==> config.mk <==
export PLATFORM = sky130hd
export DESIGN_NAME = pwm_mode_ctrl_flat
export DESIGN_NICKNAME = d
export VERILOG_FILES = /design/src/rtl/pwm_mode_ctrl_pkg.sv /design/src/rtl/pwm_mode_ctrl_if.sv /design/src/rtl/pwm_mode_ctrl_wake_timer.sv /design/src/rtl/pwm_mode_ctrl.sv /design/src/flat_wrapper.sv
export SDC_FILE = /design/constraint.sdc
export NUM_CORES = 1
export LEC_CHECK = 0
export BUFFER_PORTS_ARGS = -buffer_cell sky130_fd_sc_hd__buf_2
export CAP_MARGIN = 20
export CORE_MARGIN = 10
export CORE_UTILIZATION = 55
export DETAILED_ROUTE_END_ITERATION = 10
export GPL_TIMING_DRIVEN = 0
export PLACE_DENSITY = 0.78
export SETUP_SLACK_MARGIN = 0.1
export SYNTH_ARGS = -nofsm -noshare
export SYNTH_HDL_FRONTEND = slang
export SYNTH_HIERARCHICAL = 1
export SYNTH_SLANG_ARGS = --single-unit
export TNS_END_PERCENT = 1
==> constraint.sdc <==
create_clock -name clk_i -period 6.2 [get_ports clk_i]
set_clock_uncertainty 0.15 [all_clocks]
set_input_delay 0.62 -clock clk_i [delete_from_list [all_inputs] [get_ports clk_i]]
set_output_delay 0.62 -clock clk_i [all_outputs]
set_load 0.05 [all_outputs]
==> src/rtl/pwm_mode_ctrl_pkg.sv <==
// Shared types and constants for the PWM mode controller.
// Latency: n/a (declarations only).
// Backpressure: n/a.
package pwm_mode_pkg;

  typedef enum logic [2:0] {
    ST_SLEEP  = 3'd0,
    ST_WAKING = 3'd1,
    ST_RUN    = 3'd2,
    ST_DRAIN  = 3'd3,
    ST_HOLD   = 3'd4
  } pwm_state_e;

  localparam logic [7:0]  PRESCALE_MIN = 8'h03;
  localparam logic [11:0] COUNTER_TOP  = 12'hFFF;
  localparam int unsigned WAKE_TIMER_W = 16;

  // Prescale values below the minimum would stall the PWM period; clamp up.
  function automatic logic [7:0] prescale_clamp(input logic [7:0] val);
    return (val < PRESCALE_MIN) ? PRESCALE_MIN : val;
  endfunction

endpackage

==> src/rtl/pwm_mode_ctrl_if.sv <==
// Control/status bundle between the register front-end and the mode controller.
// Latency: n/a (wires only).
// Backpressure: none; strobes are single-cycle and always accepted or flagged.
interface pwm_mode_ctrl_if;
  logic        sleep_req_i;
  logic        prescale_wr_i;
  logic [7:0]  prescale_data_i;
  logic        restart_i;
  logic [11:0] counter_i;
  logic [7:0]  prescale_value_o;
  logic        counter_run_o;
  logic        sleep_o;
  logic        restart_ro;
  logic        wr_rejected_o;

  // Register front-end side: drives requests, observes status.
  modport master (
    output sleep_req_i, prescale_wr_i, prescale_data_i, restart_i, counter_i,
    input  prescale_value_o, counter_run_o, sleep_o, restart_ro, wr_rejected_o
  );

  // Controller side.
  modport slave (
    input  sleep_req_i, prescale_wr_i, prescale_data_i, restart_i, counter_i,
    output prescale_value_o, counter_run_o, sleep_o, restart_ro, wr_rejected_o
  );
endinterface

==> src/rtl/pwm_mode_ctrl_wake_timer.sv <==
// Oscillator-stabilise down-counter: load, decrement, flag when the count reaches zero.
// Latency: zero_nxt_o is combinational from the count register (no input path).
// Backpressure: none; any cycle without load or decrement clears the count.
module pwm_wake_timer
  import pwm_mode_pkg::*;
(
  input  logic                    clk_i,
  input  logic                    rst_ni,
  input  logic                    load_i,
  input  logic                    dec_i,
  input  logic [WAKE_TIMER_W-1:0] load_val_i,
  output logic                    zero_nxt_o
);

  logic [WAKE_TIMER_W-1:0] cnt_q;

  // Count hits zero on this cycle's decrement (or is already there).
  assign zero_nxt_o = (cnt_q <= WAKE_TIMER_W'(1));

  // Load on entry, decrement while waking, discard otherwise.
  always_ff @(posedge clk_i or negedge rst_ni) begin
    if (!rst_ni) begin
      cnt_q <= '0;
    end else if (load_i) begin
      cnt_q <= load_val_i;
    end else if (dec_i) begin
      if (cnt_q != '0) cnt_q <= cnt_q - WAKE_TIMER_W'(1);
    end else begin
      cnt_q <= '0;
    end
  end

endmodule

==> src/rtl/pwm_mode_ctrl.sv <==
// PWM mode FSM (SLEEP/WAKING/RUN/DRAIN/HOLD) gating the prescaled counter; optional PWM_MODE_EXTCLK_EN adds extclk_i to skip WAKING.
// Latency: every output registered, one cycle after the causing input edge.
// Backpressure: none; prescale writes outside SLEEP are dropped and flagged for one cycle.
module pwm_mode_ctrl
  import pwm_mode_pkg::*;
#(
  parameter int unsigned WAKE_CYCLES    = 16,
  parameter logic [7:0]  PRESCALE_RESET = 8'h1E
) (
  input  logic             clk_i,
  input  logic             rst_ni,
`ifdef PWM_MODE_EXTCLK_EN
  input  logic             extclk_i,
`endif
  pwm_mode_ctrl_if.slave   bus
);

  pwm_state_e state_q;
  logic [7:0] prescale_q;
  logic       run_q;
  logic       sleep_q;
  logic       restart_q;
  logic       wr_rejected_q;
  logic       ext_wake;
  logic       timer_load;
  logic       timer_dec;
  logic       timer_zero;

`ifdef PWM_MODE_EXTCLK_EN
  assign ext_wake = extclk_i;
`else
  assign ext_wake = 1'b0;
`endif

  // Timer is armed on leaving SLEEP and only counts while still waking.
  assign timer_load = (state_q == ST_SLEEP) && !bus.sleep_req_i && !ext_wake;
  assign timer_dec  = (state_q == ST_WAKING) && !bus.sleep_req_i;

  pwm_wake_timer u_wake_timer (
    .clk_i      (clk_i),
    .rst_ni     (rst_ni),
    .load_i     (timer_load),
    .dec_i      (timer_dec),
    .load_val_i (WAKE_TIMER_W'(WAKE_CYCLES)),
    .zero_nxt_o (timer_zero)
  );

  // Mode FSM; outputs are set alongside each transition so they stay registered.
  always_ff @(posedge clk_i or negedge rst_ni) begin
    if (!rst_ni) begin
      state_q       <= ST_SLEEP;
      prescale_q    <= PRESCALE_RESET;
      run_q         <= 1'b0;
      sleep_q       <= 1'b1;
      restart_q     <= 1'b0;
      wr_rejected_q <= 1'b0;
    end else begin
      wr_rejected_q <= bus.prescale_wr_i && (state_q != ST_SLEEP);
      if (bus.prescale_wr_i && (state_q == ST_SLEEP)) begin
        prescale_q <= prescale_clamp(bus.prescale_data_i);
      end

      case (state_q)
        ST_SLEEP: begin
          if (!bus.sleep_req_i) begin
            sleep_q <= 1'b0;
            if (!ext_wake) begin
              state_q <= ST_WAKING;
            end else if (restart_q) begin
              state_q <= ST_HOLD;
            end else begin
              state_q <= ST_RUN;
              run_q   <= 1'b1;
            end
          end
        end
        ST_WAKING: begin
          if (bus.sleep_req_i) begin
            state_q <= ST_SLEEP;
            sleep_q <= 1'b1;
          end else if (timer_zero) begin
            if (restart_q) begin
              state_q <= ST_HOLD;
            end else begin
              state_q <= ST_RUN;
              run_q   <= 1'b1;
            end
          end
        end
        ST_RUN: begin
          if (bus.sleep_req_i) begin
            if (bus.counter_i == COUNTER_TOP) begin
              state_q <= ST_SLEEP;
              run_q   <= 1'b0;
              sleep_q <= 1'b1;
            end else begin
              state_q <= ST_DRAIN;
            end
          end
        end
        ST_DRAIN: begin
          if (!bus.sleep_req_i) begin
            state_q <= ST_RUN;
          end else if (bus.counter_i == COUNTER_TOP) begin
            state_q   <= ST_SLEEP;
            run_q     <= 1'b0;
            sleep_q   <= 1'b1;
            restart_q <= 1'b1;
          end
        end
        ST_HOLD: begin
          if (bus.sleep_req_i) begin
            state_q <= ST_SLEEP;
            sleep_q <= 1'b1;
          end else if (bus.restart_i) begin
            state_q   <= ST_RUN;
            run_q     <= 1'b1;
            restart_q <= 1'b0;
          end
        end
        default: begin
          state_q <= ST_SLEEP;
          run_q   <= 1'b0;
          sleep_q <= 1'b1;
        end
      endcase
    end
  end

  assign bus.prescale_value_o = prescale_q;
  assign bus.counter_run_o    = run_q;
  assign bus.sleep_o          = sleep_q;
  assign bus.restart_ro       = restart_q;
  assign bus.wr_rejected_o    = wr_rejected_q;

endmodule

==> src/flat_wrapper.sv <==
// flat-port wrapper written by rule: the top's interface ports become plain ports
module pwm_mode_ctrl_flat import pwm_mode_pkg::*;
#(
  parameter int unsigned WAKE_CYCLES    = 16,
  parameter logic [7:0]  PRESCALE_RESET = 8'h1E
)
  (clk_i, rst_ni, bus_sleep_req_i, bus_prescale_wr_i, bus_prescale_data_i, bus_restart_i, bus_counter_i, bus_prescale_value_o, bus_counter_run_o, bus_sleep_o, bus_restart_ro, bus_wr_rejected_o);
  pwm_mode_ctrl_if bus_i ();
  input  logic clk_i;
  input  logic rst_ni;
  input wire logic [$bits(bus_i.sleep_req_i)-1:0] bus_sleep_req_i;
  input wire logic [$bits(bus_i.prescale_wr_i)-1:0] bus_prescale_wr_i;
  input wire logic [$bits(bus_i.prescale_data_i)-1:0] bus_prescale_data_i;
  input wire logic [$bits(bus_i.restart_i)-1:0] bus_restart_i;
  input wire logic [$bits(bus_i.counter_i)-1:0] bus_counter_i;
  output wire logic [$bits(bus_i.prescale_value_o)-1:0] bus_prescale_value_o;
  output wire logic [$bits(bus_i.counter_run_o)-1:0] bus_counter_run_o;
  output wire logic [$bits(bus_i.sleep_o)-1:0] bus_sleep_o;
  output wire logic [$bits(bus_i.restart_ro)-1:0] bus_restart_ro;
  output wire logic [$bits(bus_i.wr_rejected_o)-1:0] bus_wr_rejected_o;
  assign bus_i.sleep_req_i = bus_sleep_req_i;
  assign bus_i.prescale_wr_i = bus_prescale_wr_i;
  assign bus_i.prescale_data_i = bus_prescale_data_i;
  assign bus_i.restart_i = bus_restart_i;
  assign bus_i.counter_i = bus_counter_i;
  assign bus_prescale_value_o = bus_i.prescale_value_o;
  assign bus_counter_run_o = bus_i.counter_run_o;
  assign bus_sleep_o = bus_i.sleep_o;
  assign bus_restart_ro = bus_i.restart_ro;
  assign bus_wr_rejected_o = bus_i.wr_rejected_o;
  pwm_mode_ctrl #(.WAKE_CYCLES(WAKE_CYCLES), .PRESCALE_RESET(PRESCALE_RESET)) u_core (.clk_i(clk_i), .rst_ni(rst_ni), .bus(bus_i));
endmodule
### Word level (Yosys, flattened, before mapping)

Cells that the tools add are included.

| cells by class | value |
|---|---|
| add/subtract/negate cells | 1 |
| muxes and demuxes | 31 |
| reduce and logical (&&, ||, !) cells | 15 |
| bitwise gates (word level) | 1 |
| order comparisons | 2 |
| eq/ne operators | 21 |

Operators by type and width:

| operator | number |
|---|---|
| 16-bit 2-to-1 mux | 3 |
| 3-bit 2-to-1 mux | 9 |
| 16-bit by 1-bit less-or-equal comparator with 1-bit output, second input constant | 1 |
| 16-bit nonzero test | 1 |
| 16-bit by 1-bit subtractor with 16-bit output, second input constant | 1 |
| 3-bit case mux with 5 select lines | 1 |
| 2-bit inequality test, second input constant | 7 |
| 1-bit 2-to-1 mux | 13 |
| 12-bit == test, second input constant | 1 |
| 2-bit by 1-bit inequality test with 1-bit output, second input constant | 5 |
| 5-bit AND reduction | 2 |
| 3-bit by 2-bit inequality test with 1-bit output, second input constant | 3 |
| 8-bit by 2-bit < comparator with 1-bit output, second input constant | 1 |
| 8-bit 2-to-1 mux | 1 |
| 8-bit AND reduction | 1 |
| 3-bit by 2-bit == test with 1-bit output, second input constant | 2 |
| 1-bit logical AND | 4 |
| 1-bit case mux with 4 select lines | 1 |
| 4-bit AND reduction | 1 |
| 2-bit OR reduction | 2 |
| 3-bit by 1-bit == test with 1-bit output, second input constant | 1 |
| 3-bit == test, second input constant | 1 |
| 3-bit zero test | 1 |
| 3-bit inequality test, second input constant | 1 |
| 7 further kinds | 7 |

| word-level totals | value |
|---|---|
| bits in registers | 31 |
| input bits | 25 |
| output and inout bits | 12 |

### Logic depth before layout (Yosys ltp)

| logic depth | value |
|---|---|
| depth after elaboration | 4 |
| gate-level depth with buffers | 9 |
| depth with buffers taken out | 9 |

### Cells and area by module

Netlist, hierarchy kept.

Modules (own cells, without submodules):

| module | area each (µm²) | sequential area each (µm²) | instances | cells an instance |
|---|---|---|---|---|
| pwm_wake_timer | 1,061.0 | 400.4 | 1 | 116 |
| pwm_mode_ctrl | 849.6 | 381.6 | 1 | 89 |

### Worst setup path before layout

No wires, ideal clock.

| timing path | value |
|---|---|
| path kind | in2reg |
| start point | input port bus_sleep_req_i |
| end point | register u_core.u_wake_timer.cnt_q[7] |
| stages | 7 |
| slack | 3,781 ps |
| arrival time | 2,201 ps |
| setup time | 69 ps |
| path through | buf_2 > clkbuf_1 > nor4_1 > or2b_2 > clkbuf_1 > or4b_1 > nand3_1 |

| between the ends | value |
|---|---|
| elaborated cells on any way between the ends | 6 |
| those cells by class | eq/ne (1); mux (2); reduce/logical (3) |

RTL lines:

| item | line | RTL |
|---|---|---|
| start: declaration | flat_wrapper.sv:11 | `input wire logic [$bits(bus_i.sleep_req_i)-1:0] bus_sleep_req_i;` |
| 1-bit zero test * | pwm_mode_ctrl.sv:36 | `assign timer_load = (state_q == ST_SLEEP) && !bus.sleep_req_i && !ext_wake;` |
| 1-bit logical AND * | pwm_mode_ctrl.sv:36 |  |
| named net u_core.timer_load | pwm_mode_ctrl.sv:25 | `logic timer_load;` |
| 3-bit by 2-bit inequality test with 1-bit output (no line) or 16-bit 2-to-1 mux (tied branches) | - |  |
| end signal: assignment | pwm_mode_ctrl_wake_timer.sv:25 | `cnt_q <= load_val_i;` |
| end signal: assignment | pwm_mode_ctrl_wake_timer.sv:27 | `if (cnt_q != '0) cnt_q <= cnt_q - WAKE_TIMER_W'(1);` |
| end: declaration | pwm_mode_ctrl_wake_timer.sv:15 | `logic [WAKE_TIMER_W-1:0] cnt_q;` |

Mark *: on every way through the listed nets, which the timed path passes. The rest lies on a longest branch.
A chain may end at the register's enable or synchronous reset.

### Worst setup path in the final report

| timing path | value |
|---|---|
| start point | register u_core.state_q[1] |
| end point | register u_core.u_wake_timer.cnt_q[7] |

| between the ends | value |
|---|---|
| word-level cells in the longest chain between the ends | 4 |
| elaborated cells on any way between the ends | 7 |
| those cells by class | eq/ne (2); mux (2); reduce/logical (3) |

Ends and longest elaborated chain:

| item | line | RTL |
|---|---|---|
| start: declaration | pwm_mode_ctrl.sv:18 | `pwm_state_e state_q;` |
| start signal: assignment | pwm_mode_ctrl.sv:51 | `state_q <= ST_SLEEP;` |
| start signal: assignment | pwm_mode_ctrl.sv:68 | `state_q <= ST_WAKING;` |
| start signal: assignment | pwm_mode_ctrl.sv:70 | `state_q <= ST_HOLD;` |
| 3-bit by 1-bit == test with 1-bit output * | pwm_mode_ctrl.sv:37 | `assign timer_dec = (state_q == ST_WAKING) && !bus.sleep_req_i;` |
| 1-bit logical AND * | pwm_mode_ctrl.sv:37 |  |
| named net u_core.timer_dec | pwm_mode_ctrl.sv:26 | `logic timer_dec;` |
| 16-bit 2-to-1 mux | pwm_mode_ctrl_wake_timer.sv:26 | `end else if (dec_i) begin` |
| 16-bit 2-to-1 mux | pwm_mode_ctrl_wake_timer.sv:24 | `end else if (load_i) begin` |

Marks and branches as above.

==> run summary <==
die area - 6230 um^2
Setup crit start kind - register
CP max stage delay - 550 ps
worst hold path class - in -> async
sequential area share after synthesis - 40.9%
nets - 288
Detail Placement HPWL - 3360 um
setup TNS - 0 ps
worst setup slack after layout - 3750 ps
CTS tree - built
largest net degree at the start of global routing - 32
Slowest-stage cell, CP - or4b_1
kind of critical path - reg -> reg
drt first pass iters - 4
first-pass GRT wire length - 7720 um
root buffer cell - clkbuf_4
crit-path cells - buf_4 -> nor3_1 -> or2b_2 -> clkbuf_1 -> or4b_1 -> nand3_1
Final Wtd Congestion - 0.877
routed length per instance - 14.7 um
fillcell total - 293
mean area per synthesized cell - 9.32 um^2
via count - 1732
clk slew on worst S/H paths - 100 ps
post-synth cell types - 56
RSZ-0062 raised after global routing - no
Final min period - 2450 ps
setup violators final - 0
final hold vios - 0
Leak - 0.00104 uW
H-Tree Depth - 2
# diodes - 0
# rows - 21
antenna violations before repair - 0
worst endpoint data arrival time - 2570 ps
final wirelength - 4530 um
Routed Antenna Nets - 0
Setup WS pre-CTS - 3490 ps
die height - 78.9 um
layout cells sized above 1 - 25.6%
CP Capture Type - register
Worst-Margin Slew - 669 ps
PwrDens - 621 nW/um^2
top cells by area, synth - dfrtp_1 (34%), dfstp_2 (6.9%), nand2_1 (4.3%)
ys async rst share - 100%
area leader, netlist - dfrtp_1
gr ovfl total - 0
vias in the first global route - 1683
Num CTS Buffers - 5
hold slack - 158 ps
Initial Utilization - 57.3%
Post-synth EDFFs - 0
most frequent cells in the layout - buf_2 (38), dfrtp_1 (26), nand2_1 (22)
Max IR drop VDD - 364 uV
Crit Path Max Fanout - 10
Yosys reg bits - 31
total setup buffers inserted after CTS - 0
area growth from synthesis to layout - 19.4%
core region area - 3340 um^2
io pins - 37
synth warn - 6
max-slew violations - 0
Clock Latency Late Sink - 330 ps
top_reg_cell synth - dfrtp_1
Highest Clock Rate - 408 MHz
CTS resizes - 0
Die Wd - 78.9 um
DR DRC count - 0
Longest Clk Path Bufs - 2
clock sink total - 31
Mapped Cells - 205
commonest non-fill, non-tap cell in the layout - buf_2
count of input and output buffers - 35
share of the clock period used by the worst path after layout - 39.5%
DR vias/cell - 5.62
Yosys top cell area share - 34.1%
Syn Std Cell Area - 1910 um^2
Max-slew headroom - 55.4%
total track usage - 15.0%
Iter 0 DRT Violations - 118
outcome - completed
Max Cap Viol - 0
Worst EP required - 6320 ps
CTS Hold Bufs - 0
-- critical path: cells and delay by family (launching register included) --
kind	cells	cell delay, ps
buf+inv	2	440
flops	1	430
simple gates	4	1370
-- cell type report --
type / instances / area [um^2] / share of cell area [%]
inverters: 4 / 15.0 / 0.658
repair buffers: 35 / 175 / 7.68
clock inverters: 2 / 35.0 / 1.54
clock buffers: 6 / 51.3 / 2.25
well taps: 46 / 57.6 / 2.52
plain buffers: 11 / 63.8 / 2.80
multi-input cells: 173 / 1100 / 48.3
flip-flops and latches: 31 / 782 / 34.3
-- worst paths after layout --
path / cells past startpoint / from / to / slack (ps)
worst max-delay path: 6 / u_core/state_q[1]$_DFFE_PN0P_ / u_core/u_wake_timer/cnt_q[7]$_DFFE_PN0P_ / 3750
worst min-delay path: 1 / rst_ni / u_core/u_wake_timer/cnt_q[5]$_DFFE_PN0P_ / 160
worst max register to register: 6 / u_core/state_q[1]$_DFFE_PN0P_ / u_core/u_wake_timer/cnt_q[7]$_DFFE_PN0P_ / 3750
worst min register to register: 2 / u_core/bus.prescale_value_o[1]$_DFFE_PN1P_ / u_core/bus.prescale_value_o[1]$_DFFE_PN1P_ / 350
max in group asynchronous: 1 / rst_ni / u_core/state_q[0]$_DFFE_PN0P_ / 5310
min in group clk_i: 2 / u_core/bus.prescale_value_o[1]$_DFFE_PN1P_ / u_core/bus.prescale_value_o[1]$_DFFE_PN1P_ / 350
-- routing by layer --
layer	global-route usage (%)	share of wire (%)	wire [um]
met1	18.1	43	1930
met2	24.3	50	2260
met3	5.07	5.9	266
met4	5.91	1.5	70
met5	0	0	0
-- power breakdown --
| group | total (uW) | switching [uW] | internal (uW) |
|---|---|---|---|
| registers | 407 | 106 | 302 |
| logic | 844 | 516 | 329 |
| clock network | 166 | 70.9 | 95.3 |
| total | 1420 | 692 | 726 |
-- kinds of logic after synthesis --
kind of cell,after synthesis,share of synthesized area (%)
AND/OR/NAND/NOR,91,28.3
AO/OA/AOI/OAI,48,16.7
flip-flops,31,40.9
buffers and inverters,15,4.12
XOR/XNOR,8,3.67
multiplexers,8,4.58
adder cells (fa/ha/maj),2,1.31
other,2,0.393
-- Yosys cell counts, types with 2 or more instances --
cell type,instances
nand3_1,5
a211oi_1,2
o21ai_0,9
o22ai_1,2
o41ai_1,2
or4_1,3
a21oi_1,12
ha_1,2
nor4_1,6
dfrtp_1,26
nor2_1,12
and3_1,2
o311ai_0,2
nand4_1,7
xor2_1,5
nand2_1,22
conb_1,2
buf_2,3
buf_4,3
clkbuf_1,3
inv_1,4
nor3_1,13
mux2i_1,2
a2111oi_0,2
nor2b_1,6
dfstp_2,5
a31oi_1,2
and2_1,3
o31ai_1,3
nor4_4,2
xnor2_1,3
mux2_2,6
-- sequential cells by signal, summed over array words and instances (netlist names) --
signal / count
u_core/bus.prescale_value_o: 8
u_core/bus.restart_ro: 1
u_core/bus.wr_rejected_o: 1
u_core/state_q: 3
u_core/bus.sleep_o: 1
u_core/bus.counter_run_o: 1
u_core/u_wake_timer/cnt_q: 16
-- metrics by stage --
stage          utilization [%]  cell area (um^2)  std cells  total power (uW)
5_1_grt                   68.4              2280        308              1540
4_1_cts                   68.4              2280        308              1420
3_5_place_dp              65.8              2200        300              1250
2_1_floorplan                -              1960        219              1060
3_3_place_gp              65.8              2200        300              1230
6_report                  68.4              2280        308              1420
No activity file was read; power rests on OpenSTA's default activity.
